<file path="config.mk">
export PLATFORM = sky130hd
export DESIGN_NAME = text_lcd_sched
export DESIGN_NICKNAME = d
export VERILOG_FILES = /design/src/rtl/lcd_pkg.sv /design/src/rtl/lcd_slot_timer.sv /design/src/rtl/text_lcd_sched.sv
export SDC_FILE = /design/constraint.sdc
export NUM_CORES = 1
export LEC_CHECK = 0
export BUFFER_PORTS_ARGS = -buffer_cell sky130_fd_sc_hd__buf_4
export CAP_MARGIN = 20
export CORE_UTILIZATION = 30
export CTS_BUF_LIST = sky130_fd_sc_hd__clkbuf_8
export DETAILED_ROUTE_END_ITERATION = 10
export HOLD_SLACK_MARGIN = 0.1
export PLACE_DENSITY_LB_ADDON = 0.15
export SLEW_MARGIN = 0
export SYNTH_ARGS = -nofsm -noshare
export SYNTH_HDL_FRONTEND = slang
export SYNTH_SLANG_ARGS = --single-unit
export TNS_END_PERCENT = 1
</file>
<file path="constraint.sdc">
create_clock -name clk -period 6.3 [get_ports clk]
set_input_delay 0.315 -clock clk [delete_from_list [all_inputs] [get_ports clk]]
set_output_delay 0.315 -clock clk [all_outputs]
set_load 0.01 [all_outputs]
</file>
<file path="src/rtl/lcd_pkg.sv">
// Shared constants and state encoding for the character-LCD sequencer.
package lcd_pkg;

  localparam logic [7:0] LCD_FUNC_SET  = 8'h38;
  localparam logic [7:0] LCD_DISP_ON   = 8'h0C;
  localparam logic [7:0] LCD_ENTRY     = 8'h06;
  localparam logic [7:0] LCD_CLEAR     = 8'h01;
  localparam logic [7:0] LCD_SET_DDRAM = 8'h80;
  localparam logic [7:0] LCD_LINE2_OFS = 8'h40;

  typedef enum logic [3:0] {
    ST_PWRUP,
    ST_INIT_FS,
    ST_INIT_DISP,
    ST_INIT_ENTRY,
    ST_INIT_CLR,
    ST_IDLE,
    ST_ADDR,
    ST_DATA,
    ST_CLR
  } state_t;

  function automatic logic [7:0] ddram_addr(input logic row, input logic [3:0] col);
    return LCD_SET_DDRAM | (row ? LCD_LINE2_OFS : 8'h00) | {4'h0, col};
  endfunction

endpackage

</file>
<file path="src/rtl/lcd_slot_timer.sv">
// Bus-slot timer: counts 0..length-1 after a start pulse and produces the
// registered enable window plus a last-cycle strobe.
module lcd_slot_timer #(
  parameter int LEN_W = 8,
  parameter int T_SU  = 4,
  parameter int T_EN  = 8
) (
  input  logic             clk,
  input  logic             rst,
  input  logic             start,
  input  logic [LEN_W-1:0] length,
  output logic             en,
  output logic             last
);

  logic             busy, busy_nx;
  logic [LEN_W-1:0] cnt, cnt_nx;

  assign last = busy && (cnt == length - LEN_W'(1));

  always_comb begin
    busy_nx = busy;
    cnt_nx  = cnt;
    if (start) begin
      busy_nx = 1'b1;
      cnt_nx  = '0;
    end else if (busy) begin
      if (last) begin
        busy_nx = 1'b0;
        cnt_nx  = '0;
      end else begin
        cnt_nx = cnt + LEN_W'(1);
      end
    end
  end

  // en is computed from the next count so it lines up with the counter it describes
  always_ff @(posedge clk or negedge rst) begin
    if (!rst) begin
      busy <= 1'b0;
      cnt  <= '0;
      en   <= 1'b0;
    end else begin
      busy <= busy_nx;
      cnt  <= cnt_nx;
      en   <= busy_nx && (cnt_nx >= LEN_W'(T_SU)) && (cnt_nx < LEN_W'(T_SU + T_EN));
    end
  end

endmodule

</file>
<file path="src/rtl/text_lcd_sched.sv">
// HD44780 init sequencer and write-bus arbiter for two character
// requesters and one clear requester.
module text_lcd_sched
  import lcd_pkg::*;
#(
  parameter int T_PWRUP = 70,
  parameter int T_CYC   = 30,
  parameter int T_SU    = 4,
  parameter int T_EN    = 8,
  parameter int T_CLR   = 200
) (
  input  logic       clk,
  input  logic       rst,
  input  logic       req0,
  input  logic       row0,
  input  logic [3:0] col0,
  input  logic [7:0] ch0,
  output logic       ack0,
  input  logic       req1,
  input  logic       row1,
  input  logic [3:0] col1,
  input  logic [7:0] ch1,
  output logic       ack1,
  input  logic       clr_req,
  output logic       clr_ack,
  output logic       ready,
  output logic       lcd_enb,
  output logic       lcd_rs,
  output logic       lcd_rw,
  output logic [7:0] lcd_data
);

  localparam int LEN_W = $clog2(T_CLR + 1);
  localparam int PW_W  = $clog2(T_PWRUP + 1);

  state_t            state, state_nx;
  logic [PW_W-1:0]   pwr_cnt;
  logic              last_grant;
  logic [7:0]        ch_q;
  logic              start, slot_last;
  logic              grant0, grant1, grant_clr;
  logic [LEN_W-1:0]  slot_len;
  logic              sel_row;
  logic [3:0]        sel_col;
  logic [7:0]        sel_ch;
  logic              rs_nx;
  logic [7:0]        data_nx;

  assign slot_len = (state == ST_INIT_CLR || state == ST_CLR) ? LEN_W'(T_CLR) : LEN_W'(T_CYC);
  assign sel_row  = grant1 ? row1 : row0;
  assign sel_col  = grant1 ? col1 : col0;
  assign sel_ch   = grant1 ? ch1  : ch0;

  lcd_slot_timer #(.LEN_W(LEN_W), .T_SU(T_SU), .T_EN(T_EN)) u_timer (
    .clk    (clk),
    .rst    (rst),
    .start  (start),
    .length (slot_len),
    .en     (lcd_enb),
    .last   (slot_last)
  );

  always_ff @(posedge clk or negedge rst) begin
    if (!rst) state <= ST_PWRUP;
    else      state <= state_nx;
  end

  always_comb begin
    state_nx  = state;
    start     = 1'b0;
    grant0    = 1'b0;
    grant1    = 1'b0;
    grant_clr = 1'b0;
    case (state)
      ST_PWRUP:      if (pwr_cnt == PW_W'(T_PWRUP - 1)) begin state_nx = ST_INIT_FS; start = 1'b1; end
      ST_INIT_FS:    if (slot_last) begin state_nx = ST_INIT_DISP;  start = 1'b1; end
      ST_INIT_DISP:  if (slot_last) begin state_nx = ST_INIT_ENTRY; start = 1'b1; end
      ST_INIT_ENTRY: if (slot_last) begin state_nx = ST_INIT_CLR;   start = 1'b1; end
      ST_INIT_CLR:   if (slot_last) state_nx = ST_IDLE;
      // Clear wins; with both requesters pending, serve the one not granted last
      ST_IDLE: begin
        if (clr_req) begin
          grant_clr = 1'b1;
          state_nx  = ST_CLR;
          start     = 1'b1;
        end else if (req0 && (!req1 || last_grant)) begin
          grant0   = 1'b1;
          state_nx = ST_ADDR;
          start    = 1'b1;
        end else if (req1) begin
          grant1   = 1'b1;
          state_nx = ST_ADDR;
          start    = 1'b1;
        end
      end
      ST_ADDR:       if (slot_last) begin state_nx = ST_DATA; start = 1'b1; end
      ST_DATA:       if (slot_last) state_nx = ST_IDLE;
      ST_CLR:        if (slot_last) state_nx = ST_IDLE;
      default:       state_nx = ST_PWRUP;
    endcase

    rs_nx   = lcd_rs;
    data_nx = lcd_data;
    if (start) begin
      case (state_nx)
        ST_INIT_FS:          begin rs_nx = 1'b0; data_nx = LCD_FUNC_SET; end
        ST_INIT_DISP:        begin rs_nx = 1'b0; data_nx = LCD_DISP_ON; end
        ST_INIT_ENTRY:       begin rs_nx = 1'b0; data_nx = LCD_ENTRY; end
        ST_INIT_CLR, ST_CLR: begin rs_nx = 1'b0; data_nx = LCD_CLEAR; end
        ST_ADDR:             begin rs_nx = 1'b0; data_nx = ddram_addr(sel_row, sel_col); end
        ST_DATA:             begin rs_nx = 1'b1; data_nx = ch_q; end
        default:             ;
      endcase
    end
  end

  always_ff @(posedge clk or negedge rst) begin
    if (!rst) begin
      pwr_cnt    <= '0;
      last_grant <= 1'b0;
      ch_q       <= 8'h00;
      ready      <= 1'b0;
      ack0       <= 1'b0;
      ack1       <= 1'b0;
      clr_ack    <= 1'b0;
      lcd_rs     <= 1'b0;
      lcd_rw     <= 1'b0;
      lcd_data   <= 8'h00;
    end else begin
      if (state == ST_PWRUP) pwr_cnt <= pwr_cnt + PW_W'(1);
      if (grant0 || grant1) begin
        last_grant <= grant1;
        ch_q       <= sel_ch;
      end
      ready    <= ready || (state_nx == ST_IDLE);
      ack0     <= grant0;
      ack1     <= grant1;
      clr_ack  <= grant_clr;
      lcd_rs   <= rs_nx;
      lcd_rw   <= 1'b0;
      lcd_data <= data_nx;
    end
  end

endmodule
</file>
* Word level (Yosys, flattened, before mapping)
Cells that the tools add are included.
** Word-level totals
- Register bits :: 43
- Output and inout port bits :: 15
** Operators by class
- Add/subtract/negate cells :: 3
- Magnitude comparators :: 2
- Equal/unequal tests :: 18
- Mux-type cells :: 37
- Bitwise gates (word level) :: 1
- Reductions and logical operators :: 18
** Operator list (count)
- one-hot mux 8 bit (6 select lines) :: 1
- two-way mux 4 bit :: 10
- two-way mux 8 bit :: 5
- equality test 4 x 3 -> 1 bit, second input constant :: 8
- one-hot mux 4 bit (7 select lines) :: 1
- two-way mux 1 bit :: 17
- equality test 4 x 2 -> 1 bit, second input constant :: 4
- adder 8 x 1 -> 8 bit, second input constant :: 1
- equality test 4 x 1 -> 1 bit, second input constant :: 2
- equality test 4 bit, second input constant :: 2
- equality test 8 bit :: 1
- greater-or-equal comparator 8 x 3 -> 1 bit, second input constant :: 1
- < comparator 8 x 4 -> 1 bit, second input constant :: 1
- bitwise OR 8 x 4 -> 8 bit :: 1
- subtractor 8 x 1 -> 8 bit, second input constant :: 1
- adder 7 x 1 -> 7 bit, second input constant :: 1
- equality test 7 bit, second input constant :: 1
- two-way mux 7 bit :: 1
- nonzero test 6 bit :: 1
- OR reduction 6 bit :: 1
- logical AND 1 bit :: 4
- zero test 4 bit :: 1
- logical OR 1 bit :: 4
- AND reduction 2 bit :: 2
- 7 further kinds :: 7

* Logic depth before layout (Yosys ltp)
- Word-level depth :: 12
- Gate-level depth with buffers :: 10
- Depth with buffers taken out :: 9

* By module
A second synthesis with hierarchy kept.
** Unflattened totals
- Cell total of the unflattened synthesis :: 277
- Area total of the unflattened synthesis :: 2673.8 um2
** Modules (own cells, without submodules)
- text_lcd_sched :: instances 1, cells each 183, area an instance 1864.3 um2, sequential area each 825.8 um2
- lcd_slot_timer :: instances 1, cells each 94, area an instance 809.5 um2, sequential area each 250.2 um2

* Least setup slack after synthesis
OpenSTA, ideal clock, no wires.
- Path type :: reg2reg
- From :: reg state[1]
- To :: reg lcd_data[1]
- Arrival time :: 2.154 ns
- Required time :: 6.179 ns
- Slack :: 4.025 ns
- Stages on the path, launching flop included :: 9
- Buffers on the path :: 1
- Clock period less this slack :: 2.275 ns
- Cells stage by stage :: dfrtp_1 > clkbuf_1 > nor4_2 > nand4_1 > and2_1 > o41a_1 > o21ai_2 > mux2_2 > a22o_1
** Between the ends
- Longest elaborated chain between the ends :: 12
- Elaborated cells between the ends (all ways) :: 42
** Ends and longest elaborated chain
- from (decl) :: line text_lcd_sched.sv:36 : state_t state, state_nx;
- from (signal assigned) :: line text_lcd_sched.sv:65 : else state <= state_nx;
- equality test 4 x 3 -> 1 bit or equality test 4 bit (tied branches) :: line text_lcd_sched.sv:49, text_lcd_sched.sv:74
- logical OR 1 bit :: line text_lcd_sched.sv:49 : assign slot_len = (state == ST_INIT_CLR || state == ST_CLR) ? LEN_W'(T_CLR) : LEN_W'(T_CYC);
- two-way mux 8 bit :: line text_lcd_sched.sv:49
- subtractor 8 x 1 -> 8 bit :: line lcd_slot_timer.sv:19 : assign last = busy && (cnt == length - LEN_W'(1));
- equality test 8 bit :: line lcd_slot_timer.sv:19
- logical AND 1 bit :: line lcd_slot_timer.sv:19
- two-way mux 4 bit, on equally long branches
- one-hot mux 4 bit (7 select lines) :: line text_lcd_sched.sv:74 : case (state)
- equality test 4 x 3 -> 1 bit or equality test 4 bit (tied branches) :: line text_lcd_sched.sv:105 : case (state_nx)
- OR reduction 2 bit
- nonzero test 6 bit (no source line)
- AND reduction 2 bit (no source line)
- to (signal assigned) :: line text_lcd_sched.sv:141 : lcd_data <= data_nx;
- to (decl) :: line text_lcd_sched.sv:30 : output logic [7:0] lcd_data
Several ways; a longest one is shown, not always the timed one.
A chain may end at the register's enable or synchronous reset.

* Final worst setup path
- From :: reg state[3]
- To :: reg lcd_data[1]
The elaborated chain is that of the path after synthesis.

==> results.cfg <==
[yosys]
synth_cells = 232
synth_seq_area_share_pct = 46.0
yosys.cell_types.count = 55
synth_fp_nets = 266
ys.flop_type = dfrtp_1
avgSynthCellArea_um2 = 10.1
async_reset_ff_share_pct = 100
syn_area_um2 = 2340
synth_edf_count = 0
ys_ff_latch = 43
synth_warnings = 0

[worst_setup_path]
crit_chain = xor2_2 -> and4_4 -> o21bai_4 -> mux2_2 -> o21ai_2 -> mux2_2 -> a22o_1
startpoint_type = flop
cpLargestDelayFamily = compound AO/OA/AOI/OAI gates
crit_top_cell = mux2_2
crit_required_ps = 6490
crit_arrival_ps = 3080
path_buf_inv = 0
critPathCaptureType = flop
max_stage_delay_ps = 720
worstSetupPathType = reg2reg
path_max_fanout = 14
crit_slowest_cell = dfrtp_1

[job]
drv_cap = 0

[floorplan]
pin_count = 46
rows = 31
start_util_pct = 31.6
core_um2 = 7410
dieArea_um2 = 8160
fp.dieH_um = 90.3
die_w_um = 90.3

[power_and_ir_drop]
leakage_nw = 1.20
power-per-cell-area_nw_per_um2 = 391
p_total_mw = 1.11
vdd_drop_max_mv = 0.116

[clocking]
postCtsHoldBufs = 1
cts-buffers-inserted = 5
ctsResizeCount = 0
path_clk_slew_ps = 80
clkLatencyLatePin_ps = 290
numClockSinks = 43
htree_levels = 2
cts_root_buf = clkbuf_8
cts_tree = yes
cts_setup_buffers = 0
clk_path_buf_depth = 2

[timing]
setup_slack_ps = 3410
setup_viol = 0
hold_viol = 0
fin_crit_sh_pct = 45.8
fmax_ghz = 0.346
finalCriticalPeriod_ps = 2890
tns_ps = 0
tightest_slew_ps = 913
rsz0062_at_grt = false
slew_violations = 0
skew_ps = 10.4
relSlewSlack_pct = 39.1

[global_routing]
overflow = 0
grt_pass1_vias = 1817
grt_max_degree = 44
antenna_found_initial = 0
grt.total_usage_pct = 13.6
grt_first_pass_wirelength_um = 8890

[run_status]
status = complete, no violations

[detailed_routing]
dr.pass1.iters = 4
viasPerCell = 4.78
dr.first_iter.drc_count = 121
wl_per_cell_um = 13.9
route.vias.total = 1786
wl_um = 5190
antenna_left = 0
drc = 0

[layout]
antenna_cells = 0
nets = 308
final_common_cell = buf_4
synthToLayoutAreaGrowth_pct = 21.6
multi_input_area_um2 = 1190
final_cell_mix = buf_4 (45), dfrtp_1 (43), nor2_1 (26)
nFillCells = 766
ff_latch_area_um2 = 1080
layout.cells.non_filler = 374
layout-drive-gt1-share_pct = 24.7

[placed_design]
routabilityCongestion = 0.780
dpl_worst_slack_ps = 3410
io_buffers = 44
dp.cells = 364
hpwl_um = 3800

[worst_hold_path]
hold_path_class = in2reg
==> report_power, final <==
part,switching [mW],internal (mW)
registers,0.124,0.383
clock network,0.0946,0.0759
logic,0.226,0.208
total,0.445,0.667
==> stage by stage <==
| stage | utilization, % | hold WS [ps] | instance area (µm²) |
|---|---|---|---|
| detailed placement | 37.0 | 356 | 2740 |
| global placement | 37.0 | 347 | 2740 |
| floorplan | - | 19.4 | 2340 |
| CTS | 38.3 | 199 | 2840 |
| finish | 38.4 | 213 | 2850 |
| global route | 38.4 | 205 | 2850 |
==> synthesized netlist by cell type, drive strengths merged, types with 2 or more instances <==
cell	instances	area [µm²]
o41a	2	22.5
mux2	4	45.0
nor3b	2	15.0
xnor2	8	70.1
o21ai	8	55.1
and3	2	12.5
mux2i	14	140
and2	2	12.5
clkbuf	6	22.5
nor3	5	25.0
xor2	6	60.1
nand2	23	86.3
nor2	26	97.6
nand3b	3	22.5
inv	5	18.8
nor2b	4	25.0
nand4b	2	17.5
a21oi	15	78.8
dfrtp	43	1080
a31oi	2	12.5
nor4b	3	32.5
o21bai	2	26.3
o211ai	3	27.5
ha	3	37.5
buf	5	28.8
nand4	8	50.1
a21o	2	15.0
nand2b	2	12.5
nor4bb	2	20.0
or3	2	12.5
nand3	3	15.0
==> sequential cells by signal (all words and copies together) (netlist names), 4 cells and up <==
signal,cells
ch_q,8
lcd_data,8
u_timer.cnt,8
pwr_cnt,7
state,4
==> area by class of cell <==
cell class                      instances  area share (%)
Timing Repair Buffer                   46            12.2
Inverter                                5           0.659
Clock buffer                            5            2.42
Multi-Input combinational cell        173            42.0
Sequential cell                        43            37.8
Tap cell                               99            4.35
Clock inverter                          3           0.571
==> metal layers <==
layer	global-route usage (%)	vias to the layer above	wire, µm
met5	0	-	0
met4	3.23	0	27
met3	3.54	2	275
met2	21.4	42	2420
met1	18.5	833	2460
li1	-	909	-
==> worst paths after layout <==
path,startpoint,end,slack (ps),cells past startpoint
min in group asynchronous,rst,u_timer.cnt[7]$_DFF_PN0_,540,2
max reg2reg,state[3]$_DFF_PN0_,lcd_data[1]$_DFFE_PN0P_,3410,7
max in group asynchronous,rst,pwr_cnt[3]$_DFFE_PN0P_,5370,2
min,req1,ack0$_DFF_PN0_,210,2
max,state[3]$_DFF_PN0_,lcd_data[1]$_DFFE_PN0P_,3410,7
min reg2reg,lcd_data[7]$_DFFE_PN0P_,lcd_data[7]$_DFFE_PN0P_,490,2
==> cells by family (layout without fill, tap and decap cells) <==
kind of cell | count (synthesis) | after routing | synth area share, %
AND/OR/NAND/NOR | 92 | 92 | 21.0
AO/OA/AOI/OAI | 45 | 45 | 14.8
flip-flops | 43 | 43 | 46.0
multiplexers | 18 | 18 | 7.91
buffers and inverters | 16 | 59 | 2.99
XOR/XNOR | 14 | 14 | 5.56
adder cells (fa/ha/maj) | 3 | 3 | 1.60
other | 1 | 1 | 0.160
Power figures use the tool's default switching activity.
